`config.mk`:
```
export PLATFORM = sky130hd
export DESIGN_NAME = axis_packet_checksum
export DESIGN_NICKNAME = d
export VERILOG_FILES = /design/src/rtl/accel_stream_pkg.sv /design/src/rtl/axis_packet_checksum.sv
export SDC_FILE = /design/constraint.sdc
export NUM_CORES = 1
export LEC_CHECK = 0
export BUFFER_PORTS_ARGS = -buffer_cell sky130_fd_sc_hd__buf_2
export CORE_ASPECT_RATIO = 1.4
export CORE_MARGIN = 1.5
export CORE_UTILIZATION = 45
export DETAILED_ROUTE_END_ITERATION = 16
export PLACE_DENSITY = 0.79
export RECOVER_POWER = 50
export SYNTH_ARGS = -nofsm -noshare
export SYNTH_HDL_FRONTEND = slang
export SYNTH_SLANG_ARGS = --single-unit
export TNS_END_PERCENT = 20
```
`constraint.sdc`:
```
create_clock -name clk -period 4.2 [get_ports clk]
set_clock_uncertainty 0.1 [all_clocks]
set_input_delay 0.21 -clock clk [delete_from_list [all_inputs] [get_ports clk]]
set_output_delay 0.21 -clock clk [all_outputs]
set_load 0.1 [all_outputs]
```
`src/rtl/accel_stream_pkg.sv`:
```
// Shared definitions for the accelerator stream kernels.
// Contents:
//   state_t        - packet FSM encoding (IDLE=0, ACTIVE=1, TRAILER=2)
//   trailer layout - bit offsets and widths of the beats/seq/sum fields
//   byte_reverse64 - reverses the byte order of a 64-bit word
package accel_stream_pkg;

   typedef enum logic [1:0] {
      ST_IDLE    = 2'd0,
      ST_ACTIVE  = 2'd1,
      ST_TRAILER = 2'd2
   } state_t;

   localparam int unsigned BEATS_W   = 16;
   localparam int unsigned SEQ_W     = 16;
   localparam int unsigned SUM_W     = 32;
   localparam int unsigned BEATS_LSB = 48;
   localparam int unsigned SEQ_LSB   = 32;
   localparam int unsigned SUM_LSB   = 0;

   localparam logic [BEATS_W-1:0] BEATS_MAX = '1;

   // Byte 0 swaps with byte 7, byte 1 with byte 6, and so on.
   function automatic logic [63:0] byte_reverse64(input logic [63:0] d);
      logic [63:0] r;
      r = '0;
      for (int i = 0; i < 8; i++) begin
         r[8*i +: 8] = d[8*(7-i) +: 8];
      end
      return r;
   endfunction

endpackage

```
`src/rtl/axis_packet_checksum.sv`:
```
// Packet checksum stream kernel: forwards every 64-bit beat (optionally
// byte-reversed) and appends one trailer beat per packet carrying
// {beat count, sequence number, 32-bit additive checksum}.
// Ports:
//   clk, rst          - clock, asynchronous active-high reset
//   swap_en           - byte-reverse enable, latched on a packet's first beat
//   S_AXIS_*          - input stream (TDATA/TLAST/TVALID in, TREADY out)
//   M_AXIS_*          - output stream (TDATA/TLAST/TVALID out, TREADY in);
//                       TLAST marks trailer beats only
//   pkt_count         - number of trailers transferred (wraps)
//   busy              - packet open or output beat pending
//   cnt_sat           - sticky: some packet's beat count saturated
module axis_packet_checksum
   import accel_stream_pkg::*;
#(
   parameter int unsigned C_AXIS_DATA_WIDTH = 64,
   parameter int unsigned C_PKT_COUNT_WIDTH = 32
) (
   input  logic                         clk,
   input  logic                         rst,
   input  logic                         swap_en,
   input  logic [C_AXIS_DATA_WIDTH-1:0] S_AXIS_TDATA,
   input  logic                         S_AXIS_TLAST,
   input  logic                         S_AXIS_TVALID,
   output logic                         S_AXIS_TREADY,
   output logic [C_AXIS_DATA_WIDTH-1:0] M_AXIS_TDATA,
   output logic                         M_AXIS_TLAST,
   output logic                         M_AXIS_TVALID,
   input  logic                         M_AXIS_TREADY,
   output logic [C_PKT_COUNT_WIDTH-1:0] pkt_count,
   output logic                         busy,
   output logic                         cnt_sat
);

   state_t                         state;
   state_t                         state_next;
   logic                           swap;
   logic [SUM_W-1:0]               sum;
   logic [BEATS_W-1:0]             beats;

   logic                           load_allowed;
   logic                           accept;
   logic                           start;
   logic                           swap_cur;
   logic                           trailer_load;
   logic                           sat_hit;
   logic [C_AXIS_DATA_WIDTH-1:0]   d;
   logic [C_AXIS_DATA_WIDTH-1:0]   trailer;
   logic [SUM_W-1:0]               sum_base;
   logic [SUM_W-1:0]               sum_upd;
   logic [BEATS_W-1:0]             beats_base;
   logic [BEATS_W-1:0]             beats_upd;

   logic [C_AXIS_DATA_WIDTH-1:0]   data_next;
   logic                           last_next;
   logic                           valid_next;
   logic                           busy_next;

   // Handshake qualifiers; input stalls only while the trailer is pending.
   assign load_allowed  = !M_AXIS_TVALID || M_AXIS_TREADY;
   assign S_AXIS_TREADY = !rst && (state != ST_TRAILER) && load_allowed;
   assign accept        = S_AXIS_TVALID && S_AXIS_TREADY;
   assign start         = accept && (state == ST_IDLE);
   assign trailer_load  = (state == ST_TRAILER) && load_allowed;

   // The first beat uses swap_en directly since swap is only latched on it.
   assign swap_cur = start ? swap_en : swap;
   assign d        = swap_cur ? byte_reverse64(S_AXIS_TDATA) : S_AXIS_TDATA;

   // A new packet restarts sum and count from the current beat.
   assign sum_base   = start ? '0 : sum;
   assign beats_base = start ? '0 : beats;
   assign sum_upd    = SUM_W'(sum_base + d[63:32] + d[31:0]);
   assign sat_hit    = (beats_base == BEATS_MAX);
   assign beats_upd  = sat_hit ? BEATS_MAX : BEATS_W'(beats_base + BEATS_W'(1));

   // Trailer word; beats/sum are frozen while in TRAILER.
   always_comb begin
      trailer                            = '0;
      trailer[BEATS_LSB +: BEATS_W]      = beats;
      trailer[SEQ_LSB   +: SEQ_W]        = pkt_count[SEQ_W-1:0];
      trailer[SUM_LSB   +: SUM_W]        = sum;
   end

   // Packet FSM state register.
   always_ff @(posedge clk or posedge rst) begin
      if (rst) begin
         state <= ST_IDLE;
      end else begin
         state <= state_next;
      end
   end

   // Next state and next output-register contents.
   always_comb begin
      state_next = state;
      data_next  = M_AXIS_TDATA;
      last_next  = M_AXIS_TLAST;
      valid_next = M_AXIS_TVALID && !M_AXIS_TREADY;

      case (state)
         ST_IDLE, ST_ACTIVE: begin
            if (accept) begin
               state_next = S_AXIS_TLAST ? ST_TRAILER : ST_ACTIVE;
            end
         end
         ST_TRAILER: begin
            if (load_allowed) begin
               state_next = ST_IDLE;
            end
         end
         default: state_next = ST_IDLE;
      endcase

      if (accept) begin
         data_next  = d;
         last_next  = 1'b0;
         valid_next = 1'b1;
      end else if (trailer_load) begin
         data_next  = trailer;
         last_next  = 1'b1;
         valid_next = 1'b1;
      end else if (load_allowed) begin
         last_next  = 1'b0;
      end

      busy_next = (state_next != ST_IDLE) || valid_next;
   end

   // Output register plus registered busy flag.
   always_ff @(posedge clk or posedge rst) begin
      if (rst) begin
         M_AXIS_TDATA  <= '0;
         M_AXIS_TLAST  <= 1'b0;
         M_AXIS_TVALID <= 1'b0;
         busy          <= 1'b0;
      end else begin
         M_AXIS_TDATA  <= data_next;
         M_AXIS_TLAST  <= last_next;
         M_AXIS_TVALID <= valid_next;
         busy          <= busy_next;
      end
   end

   // Per-packet accumulator, swap latch and sticky saturation flag.
   always_ff @(posedge clk or posedge rst) begin
      if (rst) begin
         sum     <= '0;
         beats   <= '0;
         swap    <= 1'b0;
         cnt_sat <= 1'b0;
      end else if (accept) begin
         sum   <= sum_upd;
         beats <= beats_upd;
         if (start) begin
            swap <= swap_en;
         end
         if (sat_hit) begin
            cnt_sat <= 1'b1;
         end
      end
   end

   // Counts trailers as they leave on the output handshake.
   always_ff @(posedge clk or posedge rst) begin
      if (rst) begin
         pkt_count <= '0;
      end else if (M_AXIS_TVALID && M_AXIS_TREADY && M_AXIS_TLAST) begin
         pkt_count <= C_PKT_COUNT_WIDTH'(pkt_count + C_PKT_COUNT_WIDTH'(1));
      end
   end

endmodule

```
# Yosys cells after proc, flatten, opt, wreduce, memory -nomap -nowiden
# Index checks and enable logic that the tools add are counted.
# classes
n_addsub	4
mul	0
div_mod_pow	0
n_lt_le_gt_ge	0
eq_ne	4
shifts	0
mux	16
bitwise	0
n_reduce_logical	19
# ops
operator	count
$mux W64	3
$add A32 B32 Y32	2
$add A32 B1 Y32 const B	1
$mux W16	2
$mux W32	1
$add A16 B1 Y16 const B	1
$eq A16 B16 Y1 const B	1
$logic_and A1 B1 Y1	8
$mux W1	6
$mux W2	3
$pmux W2 S2	1
$reduce_bool A2 Y1	2
$logic_not A1 Y1	3
$reduce_bool A3 Y1	1
$eq A2 B1 Y1 const B	1
$eq A2 B2 Y1 const B	1
$logic_not A2 Y1	1
$logic_or A1 B1 Y1	2
$ne A2 B2 Y1 const B	1
$reduce_and A2 Y1	1
$reduce_or A2 Y1	1
# totals
register_bits	151
latch_bits	0
mem_bits_rw	0
romBits	0
inputBits	70
output_inout_bits	101
wordCells	53
mem_count	0

# Depth between registers and ports, before layout
# depth
ltp_word	9
depth_mapped	21
ltp_nobuf	19

# Worst setup path after synthesis
# No wires, ideal clock.
# synth_path
path_kind	input-to-reg
from	in rst
to	reg sum[23]
setup_time_ps	83
t_arrival_ps	5897
t_required_ps	4017
slack_ps	-1880
cell_stages	21
path_cell_list	clkinv_2 > nand2_4 > nor4_4 > mux2i_1 > buf_2 > buf_2 > mux2i_1 > fa_1 > inv_1 > ha_1 > inv_1 > fa_1 > nor2b_1 > o31a_1 > o21ai_2 > o31ai_4 > nor2_1 > nor3_1 > a31oi_1 > xor2_1 > o21ai_0
# synth_via
elab_chain_cells	9
# synth_rtl
element	line_no	text
from (decl)	axis_packet_checksum.sv:20	input logic rst,
$logic_not A1 Y1 (no source line) *	-	
$logic_and A1 B1 Y1 * (2 in a row)	axis_packet_checksum.sv:61	assign S_AXIS_TREADY = !rst && (state != ST_TRAILER) && load_allowed;
$logic_and A1 B1 Y1 *	axis_packet_checksum.sv:62	assign accept = S_AXIS_TVALID && S_AXIS_TREADY;
$logic_and A1 B1 Y1	axis_packet_checksum.sv:63	assign start = accept && (state == ST_IDLE);
$mux W1	-	
$mux W64	axis_packet_checksum.sv:68	assign d = swap_cur ? byte_reverse64(S_AXIS_TDATA) : S_AXIS_TDATA;
$add A32 B32 Y32 (2 in a row)	axis_packet_checksum.sv:73	assign sum_upd = SUM_W'(sum_base + d[63:32] + d[31:0]);
to (signal assigned)	axis_packet_checksum.sv:153	sum <= sum_upd;
to (decl)	axis_packet_checksum.sv:38	logic [SUM_W-1:0] sum;
# Every way passes the cells marked *; elsewhere a longest branch is shown, timed or not.
# A chain may end at the register's enable or synchronous reset.

# Final worst setup path
# layout_path
from	reg M_AXIS_TVALID
to	reg sum[30]
# layout_via
elab_chain_cells	9
# layout_rtl
element	line_no	text
from (decl)	axis_packet_checksum.sv:28	output logic M_AXIS_TVALID,
from (signal assigned)	axis_packet_checksum.sv:140	M_AXIS_TVALID <= valid_next;
$logic_not A1 Y1 *	axis_packet_checksum.sv:60	assign load_allowed = !M_AXIS_TVALID || M_AXIS_TREADY;
$logic_or A1 B1 Y1 *	axis_packet_checksum.sv:60	
$logic_and A1 B1 Y1 *	axis_packet_checksum.sv:61	
$logic_and A1 B1 Y1 *	axis_packet_checksum.sv:62	
$logic_and A1 B1 Y1	axis_packet_checksum.sv:63	
$mux W1	-	
$mux W64	axis_packet_checksum.sv:68	
$add A32 B32 Y32 (2 in a row)	axis_packet_checksum.sv:73	
# Marks and branches as above.

==> results.json <==
{
  "tightest_slew_ns": 1.42,
  "ir_worst_vdd_v": 0.000486,
  "drt_iter0_drc": 567,
  "rows": 64,
  "cts-root-buf": "clkbuf_16",
  "startpoint_type": "flip-flop",
  "core-area_um2": 21700,
  "rr_worst_depth": 19,
  "fp.dieH_um": 178,
  "vias": 8729,
  "fin_util_pct": 59.1,
  "first_pass_iters": 5,
  "wl_per_cell_um": 18.1,
  "met2_usage_pct": 44.8,
  "cts.sinks": 151,
  "seqPwrFrac_pct": 17.5,
  "timing.fmax_mhz": 218,
  "slew_headroom_pct": 5.42,
  "hold_path_end": "M_AXIS_TDATA[14]",
  "end_kind": "flip-flop",
  "crit_arrival_ns": 4.77,
  "grt_util_met1_pct": 32.6,
  "grt_pass1_wl_um": 45700,
  "first_global_vias": 8834,
  "layout-drive-gt1-share_pct": 27.8,
  "viasPerCell": 5.35,
  "area_growth_syn_to_layout_pct": 29.7,
  "r2r_end": "sum[30]",
  "hp-class": "input pin to flip-flop",
  "wl_um": 29500,
  "antenna_left": 0,
  "dp_hpwl_um": 22400,
  "remaining_drc_errors": 0,
  "final.setup.tns_ns": -4.27,
  "ys_ff_latch": 151,
  "clk_latency_ns": 0.44,
  "fin_crit_ns": 4.59,
  "synth_cell_types": 64,
  "r2r-start": "M_AXIS_TVALID",
  "overflow": 0,
  "switchingPower_mw": 6.12,
  "path_class": "flip-flop to flip-flop",
  "top_usage_layer": "met2",
  "place_inst": 1595,
  "report.final.slew_viol_count": 0,
  "fillers": 1910,
  "htreeDepth": 4,
  "tritoncts": "yes",
  "synth_cells": 1039,
  "async_flop_share_pct": 100,
  "min_period_over_period_pct": 109,
  "status": "complete, but fails checks",
  "p_per_area_nw_per_um2": 958,
  "grtUsageTotal_pct": 26.3,
  "required_ns": 4.37,
  "numCtsBuffers": 17,
  "n_antenna_cell": 0,
  "synth_edf_count": 0,
  "p_int_mw": 6.15,
  "netlist_area_um2": 9880,
  "seq_area_um2": 3780,
  "grt_antenna_before_repair": 0,
  "clockPowerShare_pct": 13.1,
  "synth_area_per_cell_um2": 9.51,
  "r2r_slack_ns": -0.39,
  "leakagePower_nw": 6.24,
  "ioPinCount": 171,
  "total_power_mw": 12.3,
  "gp_congestion": 0.996,
  "hp-start": "S_AXIS_TDATA[14]",
  "nNetsFinal": 1456,
  "synth_nets": 1173,
  "portBuffers": 170,
  "ys_seq_area_share_pct": 38.2,
  "yosys_warnings": 0,
  "path_clk_slew_ns": 0.07,
  "grt_max_degree": 112,
  "hold_depth": 3,
  "grt_use_met3_pct": 3.84,
  "layout_setup_ws_ns": -0.393,
  "clockBufferDepth": 2,
  "setup_violations": 20,
  "violations": "negative setup slack",
  "cp_max_fo": 11,
  "start_util_pct": 45.5,
  "dieArea_um2": 22900,
  "die_w_um": 128,
  "multi_input_area_um2": 5910,
  "layout.cells.non_filler": 1632,
  "rsz0062_at_grt": "true",
  "hold_ws_ns": 0.0402,
  "maxCapViolations": 0,
  "synth_ff_type": "dfrtp_1",
  "p_sw_share_pct": 49.9,
  "comb_power_share_pct": 69.5,
  "hold_viol": 0
}
==> area by class of cell <==
class / instances / area share (%)
Tap cell: 297 / 2.90
Clock inverter: 11 / 1.13
Timing Repair Buffer: 310 / 14.4
Sequential cell: 151 / 29.5
Clock buffer: 21 / 3.59
Inverter: 74 / 2.37
Multi-Input combinational cell: 768 / 46.1
==> logic make-up after synthesis <==
| logic type | synth area share, % |
|---|---|
| flip-flops | 38.2 |
| AND/OR/NAND/NOR | 14.2 |
| XOR/XNOR | 5.75 |
| multiplexers | 14.1 |
| adder cells (fa/ha/maj) | 10.5 |
| AO/OA/AOI/OAI | 12.3 |
| buffers and inverters | 4.88 |
==> worst max path at each step <==
stage / startpoint / endpoint / slack (ns) / depth (start not counted)
final: M_AXIS_TVALID / sum[30] / -0.39 / 19
after global routing: M_AXIS_TVALID / sum[30] / -0.57 / 19
after CTS: M_AXIS_TVALID / sum[23] / -0.36 / 19
after detailed placement: M_AXIS_TVALID / sum[30] / -0.52 / 18
after global placement: M_AXIS_TVALID / sum[31] / -0.46 / 18
after floorplan: M_AXIS_TVALID / sum[27] / -0.31 / 20
==> flip-flops by register name, summed over array words and instances (netlist names) <==
register,flops
busy,1
M_AXIS_TDATA,64
cnt_sat,1
sum,32
state,2
swap,1
M_AXIS_TLAST,1
beats,16
M_AXIS_TVALID,1
pkt_count,32
==> routing by layer <==
metal,vias to the layer above,wire length [um]
met5,-,0
met4,0,1360
met3,69,1560
met2,344,14400
met1,4201,12200
li1,4115,-
==> metrics by stage <==
stage | cell area, um2 | setup slack, ns
floorplan | 9980 | -0.313
global placement | 12100 | -0.460
detailed placement | 12100 | -0.524
CTS | 12800 | -0.359
global route | 12800 | -0.572
finish | 12800 | -0.393
==> what timing repair did <==
action,4_1_cts,5_1_grt
endpoints found under the setup margin,23,25
hold buffers,1,0
resized for setup,30,24
buffers inserted,3,1
pin swaps,0,4
hold endpoints to repair,2,0
==> cell usage after synthesis, types with 6 or more instances <==
cell      number  share of area, %
a21o_1        12              0.91
a21oi_1       29               1.5
and3_1        18               1.1
buf_2         12              0.61
clkbuf_1      30               1.1
dfrtp_1      151                38
fa_1          32               6.5
ha_1          32               4.1
inv_1         73               2.8
mux2_2        66               7.5
mux2i_1       65               6.6
nand2_1      185               7.0
nand3_1       20               1.0
nand4_1       10              0.63
nor2_1        30               1.1
nor3_1         9              0.46
o21ai_0      116               5.9
o31ai_1        6              0.46
xnor2_1       43               3.8
xor2_1        20               1.8
==> power by group through the flow <==
stage,registers (mW),logic (mW),clock network (mW)
floorplan,3.69,4.07,0
global placement,2.14,7.94,0
detailed placement,2.16,8.08,0
CTS,2.13,8.32,1.62
global route,2.19,9.22,1.68
finish,2.15,8.53,1.60
==> cells in the final DEF, fill, tap and decap left out, types with 4 or more instances in the layout <==
master,synthesis,final
fa_1,32,30
o21ai_2,2,5
clkbuf_1,30,103
a21o_1,12,12
o21ai_1,5,11
buf_2,12,69
nand2b_1,5,5
mux2i_4,0,10
a31oi_1,5,5
ha_1,32,28
xnor2_1,43,43
inv_1,73,73
nor2_1,30,30
mux2i_1,65,42
nand2_1,185,185
o21ai_0,116,107
and2_1,5,5
buf_12,0,5
dfrtp_1,151,150
nand3_1,20,18
buf_4,0,133
and3_1,18,18
xor2_1,20,20
clkbuf_16,0,17
o31ai_1,6,4
mux2i_2,0,13
nand4_1,10,11
a21oi_1,29,26
mux2_2,66,66
nor3_1,9,9
==> critical path: stages, from the launching register on <==
cell and delay, ns:
dfrtp_4 0.47, nor2b_4 0.14, nor4_4 0.27, mux2i_4 0.35, buf_12 0.19, buf_12 0.15, mux2i_1 0.25, buf_4 0.17
fa_1 0.42, inv_1 0.11, ha_4 0.22, nand2_1 0.12, o21ai_1 0.14, a22oi_2 0.18, o211ai_2 0.16, o311ai_2 0.31
a31oi_2 0.16, a221oi_2 0.27, xor2_1 0.16, o21ai_1 0.07
Note: power is estimated with default switching activity, not from simulation.
